File: config.mk
export PLATFORM = sky130hd
export DESIGN_NAME = i2c_master_nb
export DESIGN_NICKNAME = d
export VERILOG_FILES = /design/src/rtl/i2c_master_nb.sv
export SDC_FILE = /design/constraint.sdc
export NUM_CORES = 1
export LEC_CHECK = 0
export CORE_ASPECT_RATIO = 0.8
export CORE_MARGIN = 3
export CORE_UTILIZATION = 48
export CTS_CLUSTER_DIAMETER = 100
export DETAILED_ROUTE_END_ITERATION = 8
export MAX_ROUTING_LAYER = met4
export PLACE_DENSITY = 0.76
export SETUP_SLACK_MARGIN = 0.2
export SLEW_MARGIN = 20
export SYNTH_ARGS = -nofsm -noshare
export SYNTH_HDL_FRONTEND = slang
export SYNTH_SLANG_ARGS = --single-unit
File: constraint.sdc
create_clock -name clk -period 2.03 [get_ports clk]
set_input_delay 0.406 -clock clk [delete_from_list [all_inputs] [get_ports clk]]
set_output_delay 0.406 -clock clk [all_outputs]
set_load 0.01 [all_outputs]
File: src/rtl/i2c_master_nb.sv
// i2c_master_nb: I2C master running START / address+R/W / N data bytes / STOP with a programmable SCL divider.
// Pad outputs are registered from the next-state decode, so they change on the same edge as the FSM.
module i2c_master_nb #(
  parameter int CLK_DIV   = 2,
  parameter int MAX_BYTES = 2,
  parameter int NB_W      = $clog2(MAX_BYTES + 1)
) (
  input  logic                   clk,
  input  logic                   rst,
  input  logic                   start_stb,
  input  logic                   rnw,
  input  logic [6:0]             i2c_addr,
  input  logic [NB_W-1:0]        num_bytes,
  input  logic [8*MAX_BYTES-1:0] wr_data,
  input  logic                   sda_in,
  output logic                   scl,
  output logic                   sda_out,
  output logic                   sda_oe,
  output logic [8*MAX_BYTES-1:0] rd_data,
  output logic                   busy,
  output logic                   done,
  output logic                   nack
);
  localparam int DW    = 8 * MAX_BYTES;
  localparam int DIV_W = (CLK_DIV > 1) ? $clog2(CLK_DIV) : 1;

  typedef enum logic [3:0] {
    S_IDLE     = 4'd0,
    S_START    = 4'd1,
    S_ADDR     = 4'd2,
    S_ADDR_ACK = 4'd3,
    S_WR_BYTE  = 4'd4,
    S_WR_ACK   = 4'd5,
    S_RD_BYTE  = 4'd6,
    S_RD_ACK   = 4'd7,
    S_STOP     = 4'd8
  } state_t;

  state_t            r_state, w_state_n;
  logic [DIV_W-1:0]  r_div, w_div_n;
  logic [1:0]        r_q, w_q_n;
  logic [2:0]        r_bit, w_bit_n;
  logic [NB_W-1:0]   r_byte, w_byte_n;
  logic [NB_W-1:0]   r_nb, w_nb_n;
  logic              r_rnw, w_rnw_n;
  logic [7:0]        r_shift, w_shift_n;
  logic [DW-1:0]     r_wdata, w_wdata_n;
  logic              r_ack, w_ack_n;
  logic [DW-1:0]     r_rd, w_rd_n;
  logic              r_nack, w_nack_n;
  logic              w_done_n;
  logic              r_scl, r_sda_out, r_sda_oe, r_busy, r_done;
  logic              w_scl_n, w_sda_n, w_oe_n;
  logic              w_q_end, w_sample, w_slot_end, w_last;
  logic [NB_W-1:0]   w_nb_clamp;

  assign w_q_end    = (r_div == DIV_W'(CLK_DIV - 1));
  assign w_sample   = w_q_end && (r_q == 2'd2);
  assign w_slot_end = w_q_end && (r_q == 2'd3);
  assign w_last     = ((r_byte + NB_W'(1)) == r_nb);
  assign w_nb_clamp = (num_bytes > NB_W'(MAX_BYTES)) ? NB_W'(MAX_BYTES) : num_bytes;

  // Next-state logic: quarter timebase, bit/byte sequencing, SDA sampling
  always_comb begin
    w_state_n = r_state;
    w_div_n   = r_div;
    w_q_n     = r_q;
    w_bit_n   = r_bit;
    w_byte_n  = r_byte;
    w_nb_n    = r_nb;
    w_rnw_n   = r_rnw;
    w_shift_n = r_shift;
    w_wdata_n = r_wdata;
    w_ack_n   = r_ack;
    w_rd_n    = r_rd;
    w_nack_n  = r_nack;
    w_done_n  = 1'b0;
    if (r_state == S_IDLE) begin
      w_div_n = {DIV_W{1'b0}};
      w_q_n   = 2'd0;
      if (start_stb) begin
        w_state_n = S_START;
        w_bit_n   = 3'd0;
        w_byte_n  = {NB_W{1'b0}};
        w_nb_n    = w_nb_clamp;
        w_rnw_n   = rnw;
        w_shift_n = {i2c_addr, rnw};
        // Left-align the used bytes so byte 0 always sits at the top
        w_wdata_n = wr_data << (8 * (MAX_BYTES - int'(w_nb_clamp)));
        w_rd_n    = {DW{1'b0}};
        w_nack_n  = 1'b0;
      end else begin
        w_state_n = S_IDLE;
      end
    end else begin
      if (w_q_end) begin
        w_div_n = {DIV_W{1'b0}};
        w_q_n   = r_q + 2'd1;
      end else begin
        w_div_n = r_div + DIV_W'(1);
      end
      if (w_sample) begin
        w_ack_n = sda_in;
        if (r_state == S_RD_BYTE) begin
          w_rd_n = {r_rd[DW-2:0], sda_in};
        end else begin
          w_rd_n = r_rd;
        end
      end else begin
        w_ack_n = r_ack;
      end
      if (w_slot_end) begin
        case (r_state)
          S_START: begin
            w_state_n = S_ADDR;
            w_bit_n   = 3'd0;
          end
          S_ADDR, S_WR_BYTE: begin
            if (r_bit == 3'd7) begin
              w_state_n = (r_state == S_ADDR) ? S_ADDR_ACK : S_WR_ACK;
            end else begin
              w_bit_n   = r_bit + 3'd1;
              w_shift_n = {r_shift[6:0], 1'b0};
            end
          end
          S_ADDR_ACK: begin
            if (r_ack) begin
              w_nack_n  = 1'b1;
              w_state_n = S_STOP;
            end else if (r_nb == {NB_W{1'b0}}) begin
              w_state_n = S_STOP;
            end else if (r_rnw) begin
              w_state_n = S_RD_BYTE;
              w_bit_n   = 3'd0;
            end else begin
              w_state_n = S_WR_BYTE;
              w_bit_n   = 3'd0;
              w_shift_n = r_wdata[DW-1 -: 8];
              w_wdata_n = r_wdata << 8;
            end
          end
          S_WR_ACK: begin
            if (r_ack) begin
              w_nack_n  = 1'b1;
              w_state_n = S_STOP;
            end else if (w_last) begin
              w_state_n = S_STOP;
            end else begin
              w_state_n = S_WR_BYTE;
              w_byte_n  = r_byte + NB_W'(1);
              w_bit_n   = 3'd0;
              w_shift_n = r_wdata[DW-1 -: 8];
              w_wdata_n = r_wdata << 8;
            end
          end
          S_RD_BYTE: begin
            if (r_bit == 3'd7) begin
              w_state_n = S_RD_ACK;
            end else begin
              w_bit_n = r_bit + 3'd1;
            end
          end
          S_RD_ACK: begin
            if (w_last) begin
              w_state_n = S_STOP;
            end else begin
              w_state_n = S_RD_BYTE;
              w_byte_n  = r_byte + NB_W'(1);
              w_bit_n   = 3'd0;
            end
          end
          S_STOP: begin
            w_state_n = S_IDLE;
            w_done_n  = 1'b1;
          end
          default: w_state_n = S_IDLE;
        endcase
      end else begin
        w_state_n = r_state;
      end
    end
  end

  // Pad decode of the upcoming state/quarter; SCL is high in q2-q3 of every data slot
  always_comb begin
    w_scl_n = 1'b1;
    w_sda_n = 1'b1;
    w_oe_n  = 1'b0;
    case (w_state_n)
      S_START: begin
        w_oe_n  = 1'b1;
        w_sda_n = ~w_q_n[1];
      end
      S_ADDR, S_WR_BYTE: begin
        w_scl_n = w_q_n[1];
        w_oe_n  = 1'b1;
        w_sda_n = w_shift_n[7];
      end
      S_ADDR_ACK, S_WR_ACK, S_RD_BYTE: begin
        w_scl_n = w_q_n[1];
      end
      S_RD_ACK: begin
        w_scl_n = w_q_n[1];
        w_oe_n  = 1'b1;
        w_sda_n = ((w_byte_n + NB_W'(1)) == w_nb_n);
      end
      S_STOP: begin
        w_scl_n = w_q_n[1];
        w_oe_n  = 1'b1;
        w_sda_n = (w_q_n == 2'd3);
      end
      default: begin
        w_scl_n = 1'b1;
        w_sda_n = 1'b1;
        w_oe_n  = 1'b0;
      end
    endcase
  end

  // State and registered outputs
  always_ff @(posedge clk) begin
    if (!rst) begin
      r_state   <= S_IDLE;
      r_div     <= {DIV_W{1'b0}};
      r_q       <= 2'd0;
      r_bit     <= 3'd0;
      r_byte    <= {NB_W{1'b0}};
      r_nb      <= {NB_W{1'b0}};
      r_rnw     <= 1'b0;
      r_shift   <= 8'd0;
      r_wdata   <= {DW{1'b0}};
      r_ack     <= 1'b1;
      r_rd      <= {DW{1'b0}};
      r_nack    <= 1'b0;
      r_scl     <= 1'b1;
      r_sda_out <= 1'b1;
      r_sda_oe  <= 1'b0;
      r_busy    <= 1'b0;
      r_done    <= 1'b0;
    end else begin
      r_state   <= w_state_n;
      r_div     <= w_div_n;
      r_q       <= w_q_n;
      r_bit     <= w_bit_n;
      r_byte    <= w_byte_n;
      r_nb      <= w_nb_n;
      r_rnw     <= w_rnw_n;
      r_shift   <= w_shift_n;
      r_wdata   <= w_wdata_n;
      r_ack     <= w_ack_n;
      r_rd      <= w_rd_n;
      r_nack    <= w_nack_n;
      r_scl     <= w_scl_n;
      r_sda_out <= w_sda_n;
      r_sda_oe  <= w_oe_n;
      r_busy    <= (w_state_n != S_IDLE);
      r_done    <= w_done_n;
    end
  end

  assign scl     = r_scl;
  assign sda_out = r_sda_out;
  assign sda_oe  = r_sda_oe;
  assign rd_data = r_rd;
  assign busy    = r_busy;
  assign done    = r_done;
  assign nack    = r_nack;
endmodule

==> reports/metrics.csv, run 1 <==
stage,metric,value,unit
clocking,Max clock buf depth,2,
floorplan,Die Wd,97.3,µm
power_and_ir_drop,peak supply drop,0.000471,V
worst_setup_path,Worst Reg-to-Reg Cells,8,
grt,met3 Use GR,0.0694,
logic_synthesis,ys async rst share,0,
hold_path,hold wc startpoint,r_shift[4],
sta,PnR worst setup slack,-335,ps
sta,Clock Skew,7.47,ps
run_status,status,"complete, but fails checks",
power_and_ir_drop,sequential power share,0.419,
grt,Total GRT Usage,0.277,
clocking,Post-CTS Hold Buffers,0,
floorplan,die area,0.00769,mm²
logic_synthesis,Seq cells post-synth,62,
logic_synthesis,syn nets,390,
placement,dpl cell area,0.00423,mm²
clocking,TritonCTS Buffers,9,
power_and_ir_drop,internal power,2230,µW
logic_synthesis,top_reg_cell synth,dfxtp_1,
sta,final hold viol count,0,
layout,share of layout cells above drive strength 1,0.373,
placement,Place WS,-263,ps
placement,gp weighted congestion,0.978,
sta,final period utilization,1.17,
sta,"Slew Viols, Final",0,
placement,post-DP HPWL,6.47,mm
sta,setup_tns,-6080,ps
sta,Worst slew margin,0.665,
grt,met2 usage,0.410,
layout,Final nets,520,
worst_setup_path,worst-path fanout max,4,
grt,initial antenna violation count,0,
hold_path,Hold WC Path Type,register to register,
sta,setup violators final,29,
worst_setup_path,kind of critical path,register to register,
logic_synthesis,mean area per synthesized cell,8.99,µm²
detailed_routing,via count,3492,
placement,IO Port Bufs,51,
logic_synthesis,synthesized cell area,0.00320,mm²
worst_setup_path,Bufs and invs on worst path,1,
power_and_ir_drop,P_leak,0.00199,µW
placement,post-placement cell count,522,
hold_path,Hold Path Sink,r_shift[4],
logic_synthesis,number of flops mapped to enable cells by yosys,0,
worst_setup_path,crit start category,register,
worst_setup_path,crit-path leading delay family,simple AND/OR/NAND/NOR gates,
logic_synthesis,Synth area leader,dfxtp_1,
clocking,clock sinks,62,
worst_setup_path,reg2reg end,sda_out,
grt,met1 Use GR,0.371,
clocking,worst-skew pair later-pin latency,360,ps
logic_synthesis,post-synthesis instance total,356,
logic_synthesis,sequential share of the synthesized area,0.388,
sta,max frequency,423,MHz
worst_setup_path,crit end category,register,
floorplan,total core area,0.00619,mm²
grt,gr busiest metal,met2,
flow_run,# Max-Cap Violations,0,
worst_setup_path,crit-path max cell delay,490,ps
clocking,H-tree levels,3,
detailed_routing,drt pass-1 iters,6,
worst_setup_path,worst-path cell chain,"nor2b_1, nand2_1, nor4_4, buf_4, nor3_4, a2111oi_0, o21ai_0, nand4b_1",
logic_synthesis,leading cell types by count after synthesis,"62 x dfxtp_1, 40 x nor2b_1, 28 x nand2_1, 28 x nor2_1, 16 x a22oi_1",
worst_setup_path,R2R Setup Slk,-340,ps
clocking,root buffer cell,clkbuf_8,
power_and_ir_drop,P per Cell Area,600,mW/mm²
layout,ANT cells,0,
logic_synthesis,Cell variety after synth,60,
power_and_ir_drop,Net Sw Power,885,µW
detailed_routing,drt drc,0,
power_and_ir_drop,switching share of power,0.284,
clocking,clock slew at reported path FFs,70,ps
detailed_routing,Vias/cell,6.10,
sta,Slew @ Worst Pin,490,ps
power_and_ir_drop,Clk pwr share,0.347,
run_status,failing checks,setup timing,
hold_path,hold depth,2,
worst_setup_path,WP data arrival,2670,ps
clocking,CTS tree,built,
floorplan,site row count,25,
logic_synthesis,top-count cell post-synth,dfxtp_1,
worst_setup_path,Worst path depth,8,
detailed_routing,final WL,11.6,mm
grt,number of global-route vias before repair,3278,
detailed_routing,ANT nets after route,0,
floorplan,Die H,79.1,µm
sta,RSZ-0062 raised after global routing,true,
logic_synthesis,yosys warns,0,
layout,fin cells,572,
power_and_ir_drop,Comb power frac,0.234,
grt,grt ovf,0,
grt,first-pass GRT wire length,16.5,mm
floorplan,Top Ports,52,
worst_setup_path,"Slowest-stage cell, CP",a2111oi_0,
power_and_ir_drop,Power Total,3110,µW
worst_setup_path,worst r2r src,r_state[2],
sta,post-layout min period,2370,ps
grt,largest net degree at the start of global routing,61,
floorplan,initial core utilization,0.517,
layout,"Design Area, Final",0.00519,mm²
logic_synthesis,top post-synthesis cells by area,"dfxtp_1 39%, nor2b_1 7.8%, mux2i_1 4.4%",
layout,area delta synth->final,62.1,%
logic_synthesis,post-synth top area share,0.388,
detailed_routing,routed len/inst,20.3,µm
detailed_routing,initial DRC count,382,
worst_setup_path,Worst EP required,2330,ps
## cells by family after synthesis
family	count (synthesis)	synth area share
buf+inv	28	0.0379
xor+xnor	6	0.0231
fa+ha+maj	4	0.0156
mux	15	0.0508
flops	62	0.388
simple gates	152	0.272
compound gates	89	0.213
## worst max-delay path by stage
stage	endpoint	startpoint	slack, ps
after floorplan	sda_out	r_q[0]	-3
final	sda_out	r_state[2]	-340
after CTS	sda_out	r_nb[1]	-160
after global routing	r_wdata[8]	r_byte[1]	-330
after global placement	sda_out	start_stb	-230
after detailed placement	rd_data[6]	start_stb	-260
## worst register-to-register path, delay by kind of cell, from the launching register on
kind | cells | cell delay (ps)
compound gates | 2 | 690
buf+inv | 1 | 200
flops | 1 | 360
simple gates | 5 | 1050
## registers in the layout, summed over array words and instances (netlist names)
signal,count
nack,1
scl,1
r_div,1
done,1
sda_oe,1
r_q,2
busy,1
rd_data,16
r_state,4
r_wdata,16
r_rnw,1
r_shift,8
r_ack,1
r_bit,3
sda_out,1
r_byte,2
r_nb,2
## power groups by stage
stage          sequential (µW)  combinational [µW]  clock, µW
6_report                  1310                 729       1080
5_1_grt                   1310                 764       1150
4_1_cts                   1300                 616       1070
3_5_place_dp              1330                 483          0
3_3_place_gp              1330                 474          0
2_1_floorplan             1320                 286          0
## placed cells by master, fill, tap and decap left out, drive strengths merged, types with 4 or more instances in the layout
| cell | count |
|---|---|
| a22oi | 16 |
| a21oi | 8 |
| nand3 | 7 |
| and3 | 9 |
| a221oi | 7 |
| a222oi | 6 |
| buf | 91 |
| mux2i | 15 |
| a221o | 4 |
| dfxtp | 62 |
| o21ai | 9 |
| clkdlybuf4s50 | 51 |
| nor2b | 40 |
| nand2 | 28 |
| and2 | 7 |
| nor2 | 30 |
| ha | 4 |
| a21boi | 12 |
| nor3 | 6 |
| clkbuf | 11 |
| nand2b | 9 |
| o21a | 9 |
## stage by stage
stage	util	hold slack, ps
global placement	0.683	452
floorplan	-	443
detailed placement	0.683	457
CTS	0.779	467
finish	0.838	467
global route	0.838	491
## area by class of cell
type                            instances  area (µm²)
Tap cell                               81         101
Clock inverter                          6        62.6
Fill cell                             328        1000
Multi-Input combinational cell        267        2220
Inverter                                3        11.3
Clock buffer                           10         128
Timing Repair Buffer                  143        1410
Sequential cell                        62        1260
## timing repair
action                     in CTS  in global routing
pin swaps                      26                 25
setup buffers                  16                 14
cloned                          3                  1
resized for setup              50                 61
setup endpoints to repair      47                 52
## routing by layer
metal	wire, µm	up-vias
met2	5420	190
met3	899	60
met4	414	0
met5	0	-
met1	4880	1685
li1	-	1557
Note: power is estimated with default switching activity, not from simulation.
==> run 2, diff against run 1 <==
--- a/config.mk
+++ b/config.mk
@@ -11,7 +11,7 @@
 export CTS_CLUSTER_DIAMETER = 100
 export DETAILED_ROUTE_END_ITERATION = 8
 export MAX_ROUTING_LAYER = met4
-export PLACE_DENSITY = 0.76
+export PLACE_DENSITY = 0.88
 export SETUP_SLACK_MARGIN = 0.2
 export SLEW_MARGIN = 20
 export SYNTH_ARGS = -nofsm -noshare
==> run 2 against run 1 <==
Net effect: the flow still finishes with violations (setup timing); global-route usage is 2.4 points lower; utilization is 7.6 points lower; combinational power is 26% lower; power is 1.3% lower; hold slack worse by 7.4 ps; register-to-register slack better by 180 ps; cell area is 9.1% lower; critical path type unchanged; largest cell class unchanged.
==> reports/metrics.csv, run 2 (same netlist as run 1, synthesis figures left out) <==
stage,metric,value,unit,change
power_and_ir_drop,P_leak,0.00181,µW,was 0.00199 µW
detailed_routing,Vias/cell,5.93,,was 6.10
floorplan,Die H,79.1,µm,unchanged
grt,largest net degree at the start of global routing,61,,unchanged
hold_path,Hold WC Path Type,register to register,,unchanged
detailed_routing,final WL,9.56,mm,was 11.6 mm
run_status,status,"complete, but fails checks",,unchanged
worst_setup_path,Worst Reg-to-Reg Cells,7,,was 8
worst_setup_path,Bufs and invs on worst path,0,,was 1
worst_setup_path,worst-path cell chain,"xnor2_4, mux2i_4, nor4_4, o21a_1, a221o_1, a32oi_1, nand4b_1",,"was nor2b_1, nand2_1, nor4_4, buf_4, nor3_4, a2111oi_0, o21ai_0, nand4b_1"
placement,post-DP HPWL,6.41,mm,was 6.47 mm
worst_setup_path,Worst EP required,2250,ps,was 2330 ps
grt,grt ovf,0,,unchanged
floorplan,die area,0.00769,mm²,unchanged
placement,IO Port Bufs,51,,unchanged
clocking,root buffer cell,clkbuf_8,,unchanged
detailed_routing,routed len/inst,17.5,µm,was 20.3 µm
grt,first-pass GRT wire length,15.5,mm,was 16.5 mm
power_and_ir_drop,peak supply drop,0.000343,V,was 0.000471 V
layout,Fill cells,401,,was 328
floorplan,total core area,0.00619,mm²,unchanged
sta,Worst slew margin,0.689,,was 0.665
sta,"Slew Viols, Final",0,,unchanged
placement,post-placement cell count,517,,was 522
worst_setup_path,crit end category,register,,unchanged
grt,Total GRT Usage,0.254,,was 0.277
layout,Multi-input gate area,0.00203,mm²,was 0.00222 mm²
grt,number of global-route vias before repair,3205,,was 3278
sta,Clock Skew,10.9,ps,was 7.47 ps
clocking,CTS tree,built,,unchanged
sta,setup_tns,-368,ps,was -6080 ps
worst_setup_path,worst r2r src,r_nb[1],,was r_state[2]
floorplan,site row count,25,,unchanged
worst_setup_path,Worst Setup SP,r_nb[1],,was r_state[2]
worst_setup_path,R2R Setup Slk,-150,ps,was -340 ps
layout,Seq. cell area,0.00125,mm²,was 0.00126 mm²
detailed_routing,initial DRC count,285,,was 382
detailed_routing,ANT nets after route,0,,unchanged
layout,Final nets,495,,was 520
layout,fin cells,547,,was 572
clocking,Max clock buf depth,2,,unchanged
sta,PnR worst setup slack,-152,ps,was -335 ps
grt,initial antenna violation count,0,,unchanged
worst_setup_path,reg2reg end,sda_out,,unchanged
clocking,Post-CTS Hold Buffers,0,,unchanged
layout,most frequent cells in the layout,"58 x buf_4, 53 x dfxtp_1, 51 x clkdlybuf4s50_1, 40 x nor2b_1, 27 x nand2_1",,"was 59 x buf_4, 55 x dfxtp_1, 51 x clkdlybuf4s50_1, 40 x nor2b_1, 24 x buf_6"
worst_setup_path,crit-path leading delay family,compound AO/OA/AOI/OAI gates,,was simple AND/OR/NAND/NOR gates
sta,RSZ-0062 raised after global routing,true,,unchanged
run_status,failing checks,setup timing,,unchanged
layout,"leading cell type in the layout, fill and taps excluded",buf_4,,unchanged
detailed_routing,drt pass-1 iters,5,,was 6
worst_setup_path,Worst path depth,7,,was 8
sta,final period utilization,1.07,,was 1.17
power_and_ir_drop,P per Cell Area,651,mW/mm²,was 600 mW/mm²
placement,Place WS,-436,ps,was -263 ps
worst_setup_path,crit-path max cell delay,410,ps,was 490 ps
sta,final hold viol count,0,,unchanged
worst_setup_path,WP data arrival,2400,ps,was 2670 ps
worst_setup_path,Setup crit end,sda_out,,unchanged
floorplan,Die Wd,97.3,µm,unchanged
clocking,H-tree levels,3,,unchanged
clocking,clock slew at reported path FFs,80,ps,was 70 ps
layout,ANT cells,0,,unchanged
floorplan,initial core utilization,0.517,,unchanged
layout,area delta synth->final,47.4,%,was 62.1%
clocking,clock sinks,62,,unchanged
layout,"Design Area, Final",0.00472,mm²,was 0.00519 mm²
worst_setup_path,crit start category,register,,unchanged
detailed_routing,drt drc,0,,unchanged
sta,post-layout min period,2180,ps,was 2370 ps
sta,max frequency,458,MHz,was 423 MHz
placement,dpl cell area,0.00422,mm²,was 0.00423 mm²
detailed_routing,via count,3245,,was 3492
layout,share of layout cells above drive strength 1,0.273,,was 0.373
clocking,worst-skew pair later-pin latency,350,ps,was 360 ps
clocking,TritonCTS Buffers,9,,unchanged
floorplan,Top Ports,52,,unchanged
flow_run,# Max-Cap Violations,0,,unchanged
sta,setup violators final,8,,was 29
worst_setup_path,"Slowest-stage cell, CP",mux2i_4,,was a2111oi_0
sta,Slew @ Worst Pin,463,ps,was 490 ps
placement,gp weighted congestion,1.01,,was 0.978
worst_setup_path,worst-path fanout max,5,,was 4
worst_setup_path,kind of critical path,register to register,,unchanged
## run 2: metrics by stage
step	util	hold slack [ps]	total power (µW)
floorplan	-	443	1610
global placement	0.681	452	1790
detailed placement	0.681	459	1810
CTS	0.745	468	3060
global route	0.762	479	3190
finish	0.762	459	3070
## run 2: area by class of cell
cell class                      instances  share of cell area
Sequential cell                        62               0.266
Timing Repair Buffer                  119               0.234
Clock inverter                          6              0.0201
Inverter                                3             0.00239
Tap cell                               81              0.0215
Multi-Input combinational cell        266               0.429
Clock buffer                           10              0.0270
## run 2: power by group
| group | total [µW] | switching, µW | internal [µW] |
|---|---|---|---|
| combinational | 542 | 245 | 297 |
| sequential | 1310 | 37.2 | 1270 |
| clock | 1230 | 525 | 702 |
## run 2: repair_timing
action / 4_1_cts / 5_1_grt
resized for setup: 30 / 17
buffers inserted: 8 / 6
pin swaps: 17 / 13
endpoints found under the setup margin: 47 / 49
cloned: 0 / 0
## run 2: worst min-delay path by stage
stage / depth (start not counted) / endpoint / start
floorplan: 2 / r_shift[4] / r_shift[4]
detailed placement: 2 / r_shift[3] / r_shift[3]
finish: 2 / r_shift[3] / r_shift[3]
global route: 2 / r_shift[3] / r_shift[3]
CTS: 2 / r_shift[3] / r_shift[3]
global placement: 2 / r_shift[3] / r_shift[3]
## run 2: worst min-delay path: cells and delay by family, from the launching register on
family	cells	cell delay, ps
AOI/OAI and AO/OA	1	50
DFF	1	320
and+or+nand+nor	1	50
## run 2: layer usage
layer,vias to the layer above,track usage,wire [µm]
met5,-,-,0
met1,1563,0.323,4150
met2,140,0.405,4550
li1,1508,-,-
met4,0,0.0816,208
met3,34,0.0597,648
